## src/rtl/cmul_pkg.sv

```systemverilog
`default_nettype none
// ============================================================================
// Module   : cmul_pkg
// Purpose  : Shared constants and types for the complex multiply scheduler:
//            complex word/component widths, operand mode encodings, FSM
//            state type and an index-width helper.
// Ports    : none (package)
// Revision : 1.0 - initial release
// ============================================================================
package cmul_pkg;

    // A complex word is {real[63:32], imag[31:0]}, each an IEEE-754 single.
    localparam int c_word_w = 64;
    localparam int c_comp_w = 32;
    localparam int c_mode_w = 2;

    typedef enum logic [1:0] {
        MODE_PLAIN   = 2'b00,
        MODE_CONJ_A  = 2'b01,
        MODE_CONJ_B  = 2'b10,
        MODE_CONJ_AB = 2'b11
    } cmul_mode_t;

    typedef enum logic [1:0] {
        ST_INIT  = 2'b00,
        ST_RUN   = 2'b01,
        ST_DRAIN = 2'b10
    } cmul_state_t;

    // Width of an index into n items; never narrower than one bit.
    function automatic int idx_w(input int n);
        return (n > 1) ? $clog2(n) : 1;
    endfunction

endpackage
`default_nettype wire

```

## src/rtl/rr_arbiter.sv

```systemverilog
`default_nettype none
// ============================================================================
// Module   : rr_arbiter
// Purpose  : Combinational round-robin arbiter. Grants the lowest index at or
//            above the pointer whose request is set, wrapping past NUM_REQ-1.
// Ports    : req     - per-requester request vector
//            pointer - index with highest priority this cycle
//            grant   - one-hot grant (all zero when no request)
// Revision : 1.0 - initial release
// ============================================================================
module rr_arbiter
    import cmul_pkg::*;
#(
    parameter int NUM_REQ = 4,
    parameter int PTR_W   = idx_w(NUM_REQ)
) (
    input  logic [NUM_REQ-1:0] req,
    input  logic [PTR_W-1:0]   pointer,
    output logic [NUM_REQ-1:0] grant
);

    int               w_sum;
    logic [PTR_W-1:0] w_idx;
    logic             w_found;

    // Walk the requesters starting at the pointer; the first hit wins.
    always_comb begin
        grant   = '0;
        w_found = 1'b0;
        w_sum   = 0;
        w_idx   = '0;
        for (int off = 0; off < NUM_REQ; off++) begin
            w_sum = int'(pointer) + off;
            if (w_sum >= NUM_REQ) begin
                w_sum = w_sum - NUM_REQ;
            end
            w_idx = PTR_W'(w_sum);
            if (!w_found && req[w_idx]) begin
                grant[w_idx] = 1'b1;
                w_found      = 1'b1;
            end
        end
    end

endmodule
`default_nettype wire

```

## src/rtl/complex_multiply_scheduler.sv

```systemverilog
`default_nettype none
// ============================================================================
// Module   : complex_multiply_scheduler
// Purpose  : Shares one pipelined complex multiplier between NUM_REQ
//            requesters. Round-robin issue of at most one operation per
//            cycle, a tag pipe matching the multiplier latency steers each
//            result back to its requester, and a flush/drain mode stops
//            issue until everything in flight has returned.
// Config   : define CMUL_CONJ_MODE_EN to add per-requester operand mode
//            (req_mode) forwarded alongside the operands on mul_mode.
// Ports    : clk, rst_n            - clock, synchronous active-low reset
//            req_valid/req_ready   - per-requester handshake (ready one-hot)
//            req_a, req_b          - packed operands, slot i at [64*i +: 64]
//            mul_a, mul_b, mul_ce  - registered operands / enable to multiplier
//            mul_result            - multiplier output
//            rsp_valid, rsp_data   - one-hot result strobe and result word
//            flush, flush_done     - drain request / one-cycle completion pulse
//            busy                  - an operation is in flight
// Revision : 1.0 - initial release
// ============================================================================
module complex_multiply_scheduler
    import cmul_pkg::*;
#(
    parameter int NUM_REQ     = 4,
    parameter int MUL_LATENCY = 12
) (
    input  logic                         clk,
    input  logic                         rst_n,
    input  logic [NUM_REQ-1:0]           req_valid,
    input  logic [NUM_REQ*c_word_w-1:0]  req_a,
    input  logic [NUM_REQ*c_word_w-1:0]  req_b,
`ifdef CMUL_CONJ_MODE_EN
    input  logic [NUM_REQ*c_mode_w-1:0]  req_mode,
    output logic [c_mode_w-1:0]          mul_mode,
`endif
    output logic [NUM_REQ-1:0]           req_ready,
    output logic [c_word_w-1:0]          mul_a,
    output logic [c_word_w-1:0]          mul_b,
    output logic                         mul_ce,
    input  logic [c_word_w-1:0]          mul_result,
    output logic [NUM_REQ-1:0]           rsp_valid,
    output logic [c_word_w-1:0]          rsp_data,
    input  logic                         flush,
    output logic                         flush_done,
    output logic                         busy
);

    localparam int c_id_w  = idx_w(NUM_REQ);
    localparam int c_cnt_w = idx_w(MUL_LATENCY) + 1;

    // ------------------------------------------------------------------
    // State
    // ------------------------------------------------------------------
    cmul_state_t             r_state;
    logic [c_cnt_w-1:0]      r_init_cnt;
    logic                    r_flush_done;
    logic [c_id_w-1:0]       r_ptr;
    logic [c_word_w-1:0]     r_mul_a;
    logic [c_word_w-1:0]     r_mul_b;
    logic                    r_issue_valid;
    logic [c_id_w-1:0]       r_issue_id;
    logic [MUL_LATENCY-1:0]  r_tag_valid;
    logic [c_id_w-1:0]       r_tag_id [MUL_LATENCY];
`ifdef CMUL_CONJ_MODE_EN
    logic [c_mode_w-1:0]     r_mul_mode;
    logic [c_mode_w-1:0]     w_sel_mode;
`endif

    logic [NUM_REQ-1:0]      w_grant;
    logic [NUM_REQ-1:0]      w_ready;
    logic                    w_fire;
    logic [c_id_w-1:0]       w_fire_id;
    logic [c_id_w-1:0]       w_next_ptr;
    logic [c_word_w-1:0]     w_sel_a;
    logic [c_word_w-1:0]     w_sel_b;
    logic                    w_busy;

    // ------------------------------------------------------------------
    // Arbitration
    // ------------------------------------------------------------------
    rr_arbiter #(
        .NUM_REQ (NUM_REQ),
        .PTR_W   (c_id_w)
    ) u_rr_arbiter (
        .req     (req_valid),
        .pointer (r_ptr),
        .grant   (w_grant)
    );

    // Grants only in RUN, and a flush request blocks issue in the very
    // cycle it is raised so nothing new enters behind the drain.
    assign w_ready = (r_state == ST_RUN && !flush) ? w_grant : '0;
    assign w_fire  = |(req_valid & w_ready);

    // One-hot grant to index plus operand mux, built from constant slices.
    always_comb begin
        w_fire_id = '0;
        w_sel_a   = '0;
        w_sel_b   = '0;
`ifdef CMUL_CONJ_MODE_EN
        w_sel_mode = MODE_PLAIN;
`endif
        for (int i = 0; i < NUM_REQ; i++) begin
            if (w_ready[i]) begin
                w_fire_id = c_id_w'(i);
                w_sel_a   = req_a[i*c_word_w +: c_word_w];
                w_sel_b   = req_b[i*c_word_w +: c_word_w];
`ifdef CMUL_CONJ_MODE_EN
                w_sel_mode = req_mode[i*c_mode_w +: c_mode_w];
`endif
            end
        end
    end

    assign w_next_ptr = (w_fire_id == c_id_w'(NUM_REQ - 1)) ? '0 : w_fire_id + 1'b1;

    // ------------------------------------------------------------------
    // Issue register and tag pipe. The issue stage plus MUL_LATENCY tag
    // stages line up the tag tail with the multiplier output, giving
    // MUL_LATENCY+1 cycles from handshake to response.
    // ------------------------------------------------------------------
    always_ff @(posedge clk) begin
        if (!rst_n) begin
            r_ptr         <= '0;
            r_mul_a       <= '0;
            r_mul_b       <= '0;
            r_issue_valid <= 1'b0;
            r_issue_id    <= '0;
            r_tag_valid   <= '0;
            for (int i = 0; i < MUL_LATENCY; i++) begin
                r_tag_id[i] <= '0;
            end
`ifdef CMUL_CONJ_MODE_EN
            r_mul_mode    <= MODE_PLAIN;
`endif
        end else begin
            r_issue_valid <= w_fire;
            if (w_fire) begin
                r_ptr      <= w_next_ptr;
                r_mul_a    <= w_sel_a;
                r_mul_b    <= w_sel_b;
                r_issue_id <= w_fire_id;
`ifdef CMUL_CONJ_MODE_EN
                r_mul_mode <= w_sel_mode;
`endif
            end
            r_tag_valid[0] <= r_issue_valid;
            r_tag_id[0]    <= r_issue_id;
            for (int i = 1; i < MUL_LATENCY; i++) begin
                r_tag_valid[i] <= r_tag_valid[i-1];
                r_tag_id[i]    <= r_tag_id[i-1];
            end
        end
    end

    assign w_busy = r_issue_valid | (|r_tag_valid);

    // ------------------------------------------------------------------
    // Control FSM
    // ------------------------------------------------------------------
    always_ff @(posedge clk) begin
        if (!rst_n) begin
            r_state      <= ST_INIT;
            r_init_cnt   <= '0;
            r_flush_done <= 1'b0;
        end else begin
            r_flush_done <= 1'b0;
            case (r_state)
                // Let the free-running multiplier flush out whatever it held
                // before reset; zero operands are fed the whole time.
                ST_INIT: begin
                    if (r_init_cnt == c_cnt_w'(MUL_LATENCY - 1)) begin
                        r_state <= ST_RUN;
                    end else begin
                        r_init_cnt <= r_init_cnt + 1'b1;
                    end
                end
                ST_RUN: begin
                    if (flush) begin
                        r_state <= ST_DRAIN;
                    end
                end
                ST_DRAIN: begin
                    if (!w_busy) begin
                        r_state      <= ST_RUN;
                        r_flush_done <= 1'b1;
                    end
                end
                default: begin
                    r_state <= ST_INIT;
                end
            endcase
        end
    end

    // ------------------------------------------------------------------
    // Outputs
    // ------------------------------------------------------------------
    // Results cannot be back-pressured, so the response is steered
    // straight from the tag tail and the multiplier output.
    always_comb begin
        rsp_valid = '0;
        for (int i = 0; i < NUM_REQ; i++) begin
            rsp_valid[i] = r_tag_valid[MUL_LATENCY-1] &&
                           (r_tag_id[MUL_LATENCY-1] == c_id_w'(i));
        end
    end

    assign rsp_data   = mul_result;
    assign req_ready  = w_ready;
    assign mul_a      = r_mul_a;
    assign mul_b      = r_mul_b;
    assign mul_ce     = 1'b1;
    assign flush_done = r_flush_done;
    assign busy       = w_busy;
`ifdef CMUL_CONJ_MODE_EN
    assign mul_mode   = r_mul_mode;
`endif

endmodule
`default_nettype wire

```

## config.mk

```make
export PLATFORM = sky130hd
export DESIGN_NAME = complex_multiply_scheduler
export DESIGN_NICKNAME = d
export VERILOG_FILES = /design/src/rtl/cmul_pkg.sv /design/src/rtl/rr_arbiter.sv /design/src/rtl/complex_multiply_scheduler.sv
export SDC_FILE = /design/constraint.sdc
export NUM_CORES = 1
export LEC_CHECK = 0
export ABC_AREA = 1
export ABC_CLOCK_PERIOD_IN_PS = 3100
export CORE_AREA = 2 2 304 306
export DETAILED_ROUTE_END_ITERATION = 8
export DIE_AREA = 0 0 306 308
export HOLD_SLACK_MARGIN = 0.15
export SLEW_MARGIN = 20
export SYNTH_ARGS = -nofsm -noshare
export SYNTH_HDL_FRONTEND = slang
export SYNTH_SLANG_ARGS = --single-unit
```

## constraint.sdc

```tcl
create_clock -name clk -period 3.1 [get_ports clk]
set_clock_uncertainty 0.1 [all_clocks]
set_input_delay 0.31 -clock clk [delete_from_list [all_inputs] [get_ports clk]]
set_output_delay 0.31 -clock clk [all_outputs]
set_load 0.1 [all_outputs]
```

==> flow_metrics.env, run 1 <==
export IMPL_drv_cap=0
export IMPL_drc=0
export IMPL_fillers=10200
export IMPL_fin_worst_hold_slack_ps=310
export IMPL_fin_util_pct=23.3
export IMPL_powerDensity_nw_per_um2=285
export IMPL_synth_seq_cells=177
export IMPL_ff2ff_setup_slack_ps=230
export IMPL_chipWidth_um=306
export IMPL_grt_pass1_vias=15600
export IMPL_cp_required_ps=2690
export IMPL_hold_start="r_tag_id[0][1]$_SDFF_PN0_"
export IMPL_root_buffer="clkbuf_16"
export IMPL_postSynthCellCount=2156
export IMPL_fin_crit_sh_pct=94.8
export IMPL_detail_route_antenna_nets=0
export IMPL_rows=111
export IMPL_grt_first_pass_wirelength_mm=106
export IMPL_vias=15900
export IMPL_grt_max_degree=171
export IMPL_cts_tree="yes"
export IMPL_endpoint_kind="primary output"
export IMPL_syn_to_final_growth_pct=68.7
export IMPL_clock_path_buffers=2
export IMPL_core_area_um2=91000
export IMPL_synth_seq_area_share_pct=28.2
export IMPL_drive_gt1_share_pct=13.4
export IMPL_worstHoldPathType="reg -> reg"
export IMPL_routed_wl_mm=75.5
export IMPL_antenna_found_initial=35
export IMPL_p_leak_nw=10.2
export IMPL_clk_latency_ps=500
export IMPL_hpwl_mm=59.0
export IMPL_synth_cell_type_count=34
export IMPL_track_usage_pct=15.5
export IMPL_ff2ff_path_depth=18
export IMPL_via_per_inst=4.05
export IMPL_tightest_slew_ps=973
export IMPL_synth_nets=2747
export IMPL_outcome="finished clean"
export IMPL_critPathArrivalTime_ps=2530
export IMPL_portBuffers=656
export IMPL_crit_type="reg -> out"
export IMPL_cts_buffers=17
export IMPL_grt_ovfl_total=0
export IMPL_synth_area_um2=12500
export IMPL_dieArea_um2=94200
export IMPL_clkTransAtPathRegs_ps=90
export IMPL_clock_sinks=177
export IMPL_h_tree_depth=4
export IMPL_fin_crit_ps=2940
export IMPL_start_kind="flop"
export IMPL_drv_slew=0
export IMPL_fin_setup_tns_ps=0
export IMPL_numPlacedInstances=3875
export IMPL_hold_end="r_tag_id[0][3]$_SDFF_PN0_"
export IMPL_drt_iter0_drc=948
export IMPL_final_cells=3926
export IMPL_dr_pass1_iters=5
export IMPL_crit_fanout=19
export IMPL_max_freq_mhz=340
export IMPL_setup_viol=0
export IMPL_nets=3310
export IMPL_wl_per_cell_um=19.2
export IMPL_io_pin_count=786
export IMPL_finalInstanceArea_um2=21200
export IMPL_r2r_start="r_ptr[0]$_SDFFE_PN0P_"
export IMPL_ir_drop_mv=0.458
export IMPL_slew_headroom_pct=35.0
export IMPL_die_h_um=308
export IMPL_worstHoldPathCells=2
export IMPL_synth_area_per_cell_um2=5.82
export IMPL_dpl_cell_area_um2=20300
export IMPL_grt_setup_unrepaired="false"
export IMPL_yosys_warnings=0
export IMPL_start_util_pct=13.8
export IMPL_gp_congestion=0.900
export IMPL_final_hold_viol_count=0
export IMPL_r2r_end="mul_b[60]$_SDFFE_PN0P_"
final cells by class:
type	count	area [µm²]	share of cell area, %
Antenna cell	8	20.0	0.0946
Clock buffer	17	425	2.01
Clock inverter	15	198	0.934
Inverter	257	981	4.64
Multi-Input combinational cell	1502	6890	32.6
Sequential cell	177	3540	16.7
Tap cell	1186	1480	7.01
Timing Repair Buffer	764	7620	36.0
kinds of logic after synthesis:
| logic type | share of synthesized area (%) |
|---|---|
| AOI/OAI and AO/OA | 3.01 |
| DFF | 28.2 |
| adders and majority gates | 0.798 |
| other | 0.0299 |
| and+or+nand+nor | 50.4 |
| buffers and inverters | 17.5 |
flip-flops by register name, indices dropped and copies added (netlist names):
| name | count |
|---|---|
| flush_done | 1 |
| mul_a | 64 |
| mul_b | 64 |
| r_init_cnt | 5 |
| r_issue_id | 2 |
| r_issue_valid | 1 |
| r_ptr | 2 |
| r_state | 2 |
| r_tag_id | 24 |
| r_tag_valid | 12 |
metrics by stage:
stage	setup slack (ps)	power [mW]
4_1_cts	65.5	6.20
3_3_place_gp	-18.7	3.64
5_1_grt	3.21	6.37
6_report	160	6.04
2_1_floorplan	179	3.14
3_5_place_dp	-90.2	3.64
worst max-delay path by stage:
stage / endpoint / slack (ps) / cells past startpoint / start
finish: req_ready[0] / 160 / 13 / r_ptr[0]$_SDFFE_PN0P_
floorplan: mul_b[9]$_SDFFE_PN0P_ / 180 / 17 / r_ptr[0]$_SDFFE_PN0P_
CTS: req_ready[3] / 70 / 13 / r_ptr[0]$_SDFFE_PN0P_
detailed placement: mul_b[17]$_SDFFE_PN0P_ / -90 / 14 / req_valid[1]
global route: req_ready[0] / 3 / 13 / r_ptr[0]$_SDFFE_PN0P_
global placement: mul_b[13]$_SDFFE_PN0P_ / -20 / 14 / req_valid[3]
what timing repair did:
| action | in CTS | in global routing |
|---|---|---|
| hold endpoints to repair | 4 | 0 |
| gates cloned | 3 | 1 |
| gates resized for setup | 8 | 4 |
| setup buffers | 4 | 2 |
| endpoints found under the setup margin | 4 | 32 |
| pin swaps | 1 | 0 |
| hold buffers | 1 | 0 |
layout by cell type (no fill, tap or decap), drive strengths merged:
cell,count
nand2,525
dfxtp,177
conb,1
inv,265
a31oi,1
nor3,6
nand3,553
nand4,4
clkdlybuf4s50,530
clkinv,5
bufbuf,3
clkinvlp,1
nor2,249
nor4,3
a21oi,9
ha,8
o21ai,60
bufinv,1
a211oi,1
clkbuf,18
dlygate4sd3,1
and2,1
buf,229
diode,8
nand3b,7
a21boi,2
or2,72
cells in the mapped netlist:
cell type	instances	area, µm²
a31oi_1	1	6.26
nor4_1	3	18.8
nand2_1	522	1960
inv_2	1	3.75
nor2_1	245	920
nor3_1	6	30.0
inv_1	253	950
o21ai_0	59	295
a21boi_0	2	15.0
a21oi_1	8	40.0
ha_1	8	100
nor2_8	1	20.0
nand4_1	4	25.0
clkbuf_1	74	278
buf_6	1	11.3
or2_2	72	450
clkinv_1	1	3.75
buf_2	57	285
nand3_1	549	2750
buf_4	86	646
a21oi_2	1	8.76
nand2_2	2	12.5
inv_4	2	12.5
nand3b_1	7	52.6
a211oi_1	1	7.51
conb_1	1	3.75
buf_1	2	7.51
o21ai_1	1	5.00
and2_1	1	6.26
nor2_2	1	6.26
dfxtp_1	177	3540
nand2_4	1	11.3
nor2_4	2	22.5
nand3_2	4	40.0
metal layers:
layer	global-route usage, %	vias up	share of wire, %
met5	0	-	0.29
met4	5.98	36	3.5
met3	5.44	154	8.6
met2	26.3	710	47
met1	17.9	7179	41
li1	-	7835	-
report_power, final:
group,switching (mW),internal (mW)
sequential,0.0115,2.29
combinational,0.547,0.752
clock,1.26,1.18
worst max-delay path: stages, from the launching register on:
cell        delay (ps)
dfxtp_2            370
inv_6               60
ha_4               260
inv_1               90
nand3_1             90
nand2_2            100
nand2_4             70
nor2_4             160
nand2_1             80
nand3_2            120
nand2_4             80
buf_12             170
clkinvlp_4         140
buf_12             180
Note: power is estimated with default switching activity, not from simulation.
==> run 2: changes to the inputs <==
--- a/config.mk
+++ b/config.mk
@@ -5,7 +5,6 @@
 export SDC_FILE = /design/constraint.sdc
 export NUM_CORES = 1
 export LEC_CHECK = 0
-export ABC_AREA = 1
 export ABC_CLOCK_PERIOD_IN_PS = 3100
 export CORE_AREA = 2 2 304 306
 export DETAILED_ROUTE_END_ITERATION = 8
==> flow_metrics.env, run 2 <==
export IMPL_outcome="finished with violations"
export IMPL_violations="negative setup slack"
export IMPL_detail_route_antenna_nets=0
export IMPL_critPathArrivalTime_ps=3560
export IMPL_synth_nets=1738
export IMPL_track_usage_pct=12.2
export IMPL_tightest_slew_ps=1000
export IMPL_die_h_um=308
export IMPL_start_util_pct=11.0
export IMPL_async_flop_share_pct=0
export IMPL_setup_viol=119
export IMPL_dpl_cell_area_um2=18200
export IMPL_cts_buffers=17
export IMPL_cp_required_ps=3410
export IMPL_worstSetupStartpoint="r_ptr[0]$_SDFFE_PN0P_"
export IMPL_antenna_found_initial=12
export IMPL_design_power_total_mw=5.69
export IMPL_portBuffers=656
export IMPL_grt_first_pass_wirelength_mm=82.8
export IMPL_drv_cap=0
export IMPL_gp_congestion=0.888
export IMPL_chipWidth_um=306
export IMPL_nets=2447
export IMPL_fin_worst_hold_slack_ps=312
export IMPL_endpoint_kind="flop"
export IMPL_vias=12600
export IMPL_multiInputGateArea_um2=6380
export IMPL_worstHoldPathType="in -> reg"
export IMPL_r2r_start="r_ptr[0]$_SDFFE_PN0P_"
export IMPL_crit_fanout=8
export IMPL_r2r_end="mul_a[58]$_SDFFE_PN0P_"
export IMPL_final_common_cell="clkdlybuf4s50_1"
export IMPL_wl_per_cell_um=22.3
export IMPL_clock_sinks=177
export IMPL_cts_tree="yes"
export IMPL_synthTopCellsByArea="dfxtp_1, a221oi_1, o32ai_1"
export IMPL_fin_util_pct=23.5
export IMPL_fin_crit_ps=3250
export IMPL_drive_gt1_share_pct=30.0
export IMPL_synth_seq_area_share_pct=35.5
export IMPL_h_tree_depth=4
export IMPL_core_area_um2=91000
export IMPL_crit_path_end="mul_a[58]$_SDFFE_PN0P_"
export IMPL_drt_iter0_drc=820
export IMPL_via_per_inst=4.11
export IMPL_ir_drop_mv=0.427
export IMPL_slew_headroom_pct=33.1
export IMPL_start_kind="flop"
export IMPL_ys_top_cells_by_count="dfxtp_1, nor2_1, a221oi_1, inv_1"
export IMPL_synth_area_per_cell_um2=8.70
export IMPL_final_cell_mix="clkdlybuf4s50_1, buf_4, dfxtp_1"
export IMPL_grt_setup_unrepaired="true"
export IMPL_fin_crit_sh_pct=105
export IMPL_max_freq_mhz=307
export IMPL_synth_area_um2=9980
export IMPL_ff2ff_setup_slack_ps=-150
export IMPL_clk_latency_ps=510
export IMPL_postSynthCellCount=1147
export IMPL_fin_ws_ps=-154
export IMPL_final_hold_viol_count=0
export IMPL_grt_max_degree=97
export IMPL_hpwl_mm=45.8
export IMPL_final_cells=3056
export IMPL_grt_pass1_vias=12200
export IMPL_finalInstanceArea_um2=21400
export IMPL_yosys_warnings=0
export IMPL_drv_slew=0
export IMPL_grt_ovfl_total=0
export IMPL_dr_pass1_iters=6
export IMPL_p_leak_nw=8.48
export IMPL_seq_area_um2=3550
export IMPL_yosysMostFrequentCell="dfxtp_1"
export IMPL_crit_type="reg -> reg"
export IMPL_drc=0
export IMPL_io_pin_count=786
export IMPL_fillers=9813
export IMPL_routed_wl_mm=68.0
export IMPL_synth_cell_type_count=53
export IMPL_powerDensity_nw_per_um2=266
export IMPL_numPlacedInstances=2949
export IMPL_dieArea_um2=94200
export IMPL_syn_to_final_growth_pct=115
export IMPL_ys_flop_type="dfxtp_1"
export IMPL_root_buffer="clkbuf_16"
export IMPL_synth_edff_count=0
export IMPL_yosys_area_top_type="dfxtp_1"
export IMPL_pre_cts_slack_ps=-860
export IMPL_ff2ff_path_depth=14
export IMPL_fin_setup_tns_ps=-7460
export IMPL_synth_seq_cells=177
export IMPL_clock_path_buffers=2
export IMPL_yosysTopAreaCellShare_pct=35.5
export IMPL_clkTransAtPathRegs_ps=80
export IMPL_rows=111
## run 2: kinds of logic (layout without fill, tap and decap cells)
kind of cell / count (synthesis) / in the layout / synth area share (%)
and+or+nand+nor: 338 / 339 / 16.3
DFF: 177 / 177 / 35.5
AOI/OAI and AO/OA: 356 / 356 / 32.7
other: 1 / 2 / 0.0376
muxes: 4 / 4 / 0.778
adders and majority gates: 8 / 8 / 1.00
buffers and inverters: 259 / 980 / 13.2
xor gates and xnor gates: 4 / 4 / 0.351
## run 2: how the worst min path moves through the flow
stage                              start                         to  slack, ps  cells after the start
2_1_floorplan  r_tag_id[0][0]$_SDFF_PN0_  r_tag_id[0][2]$_SDFF_PN0_        310                      1
3_3_place_gp   r_tag_id[0][4]$_SDFF_PN0_  r_tag_id[0][6]$_SDFF_PN0_        310                      1
3_5_place_dp   r_tag_id[0][6]$_SDFF_PN0_  r_tag_id[1][0]$_SDFF_PN0_        320                      1
4_1_cts                       req_a[213]     mul_a[21]$_SDFFE_PN0P_        230                      3
5_1_grt                       req_b[239]     mul_b[47]$_SDFFE_PN0P_        270                      3
6_report                      req_a[212]     mul_a[20]$_SDFFE_PN0P_        310                      3
## run 2: area by class of cell
class,instances,share of cell area (%)
repair buffers,867,42.3
multi-input cells,712,29.8
flip-flops and latches,177,16.6
well taps,1186,6.93
clock buffers,18,2.05
inverters,81,1.48
clock inverters,14,0.865
diodes,1,0.0117
## run 2: per-layer routing
layer | wire length, µm | track usage [%] | vias to the layer above
li1 | - | - | 5699
met2 | 31700 | 19.8 | 663
met5 | 57 | 0 | -
met3 | 5830 | 4.21 | 130
met1 | 28000 | 14.4 | 6062
met4 | 2440 | 5.95 | 10
## run 2: worst max-delay path, stage by stage (launching register included)
cell and delay, ps:
dfxtp_2 340, inv_2 50, ha_4 260, or3b_4 380
a2111oi_4 340, buf_4 190, o21ai_4 50, a31oi_1 190
buf_4 150, a2111oi_4 30, buf_4 150, nand2b_4 210
buf_12 190, buf_12 170, o41ai_4 330
## run 2: report_power, final
group,total [mW],switching [mW],internal (mW)
logic,0.925,0.269,0.656
registers,2.28,0.00348,2.27
clock network,2.49,1.23,1.26
## run 2: what timing repair did
action                                  in CTS  in global routing
pin swaps                                    9                 66
endpoints found under the setup margin     136                137
setup buffers                               15                 33
resized for setup                           49                227
hold buffers                                 1                  0
gates cloned                                 3                 24
hold endpoints to repair                     5                  0
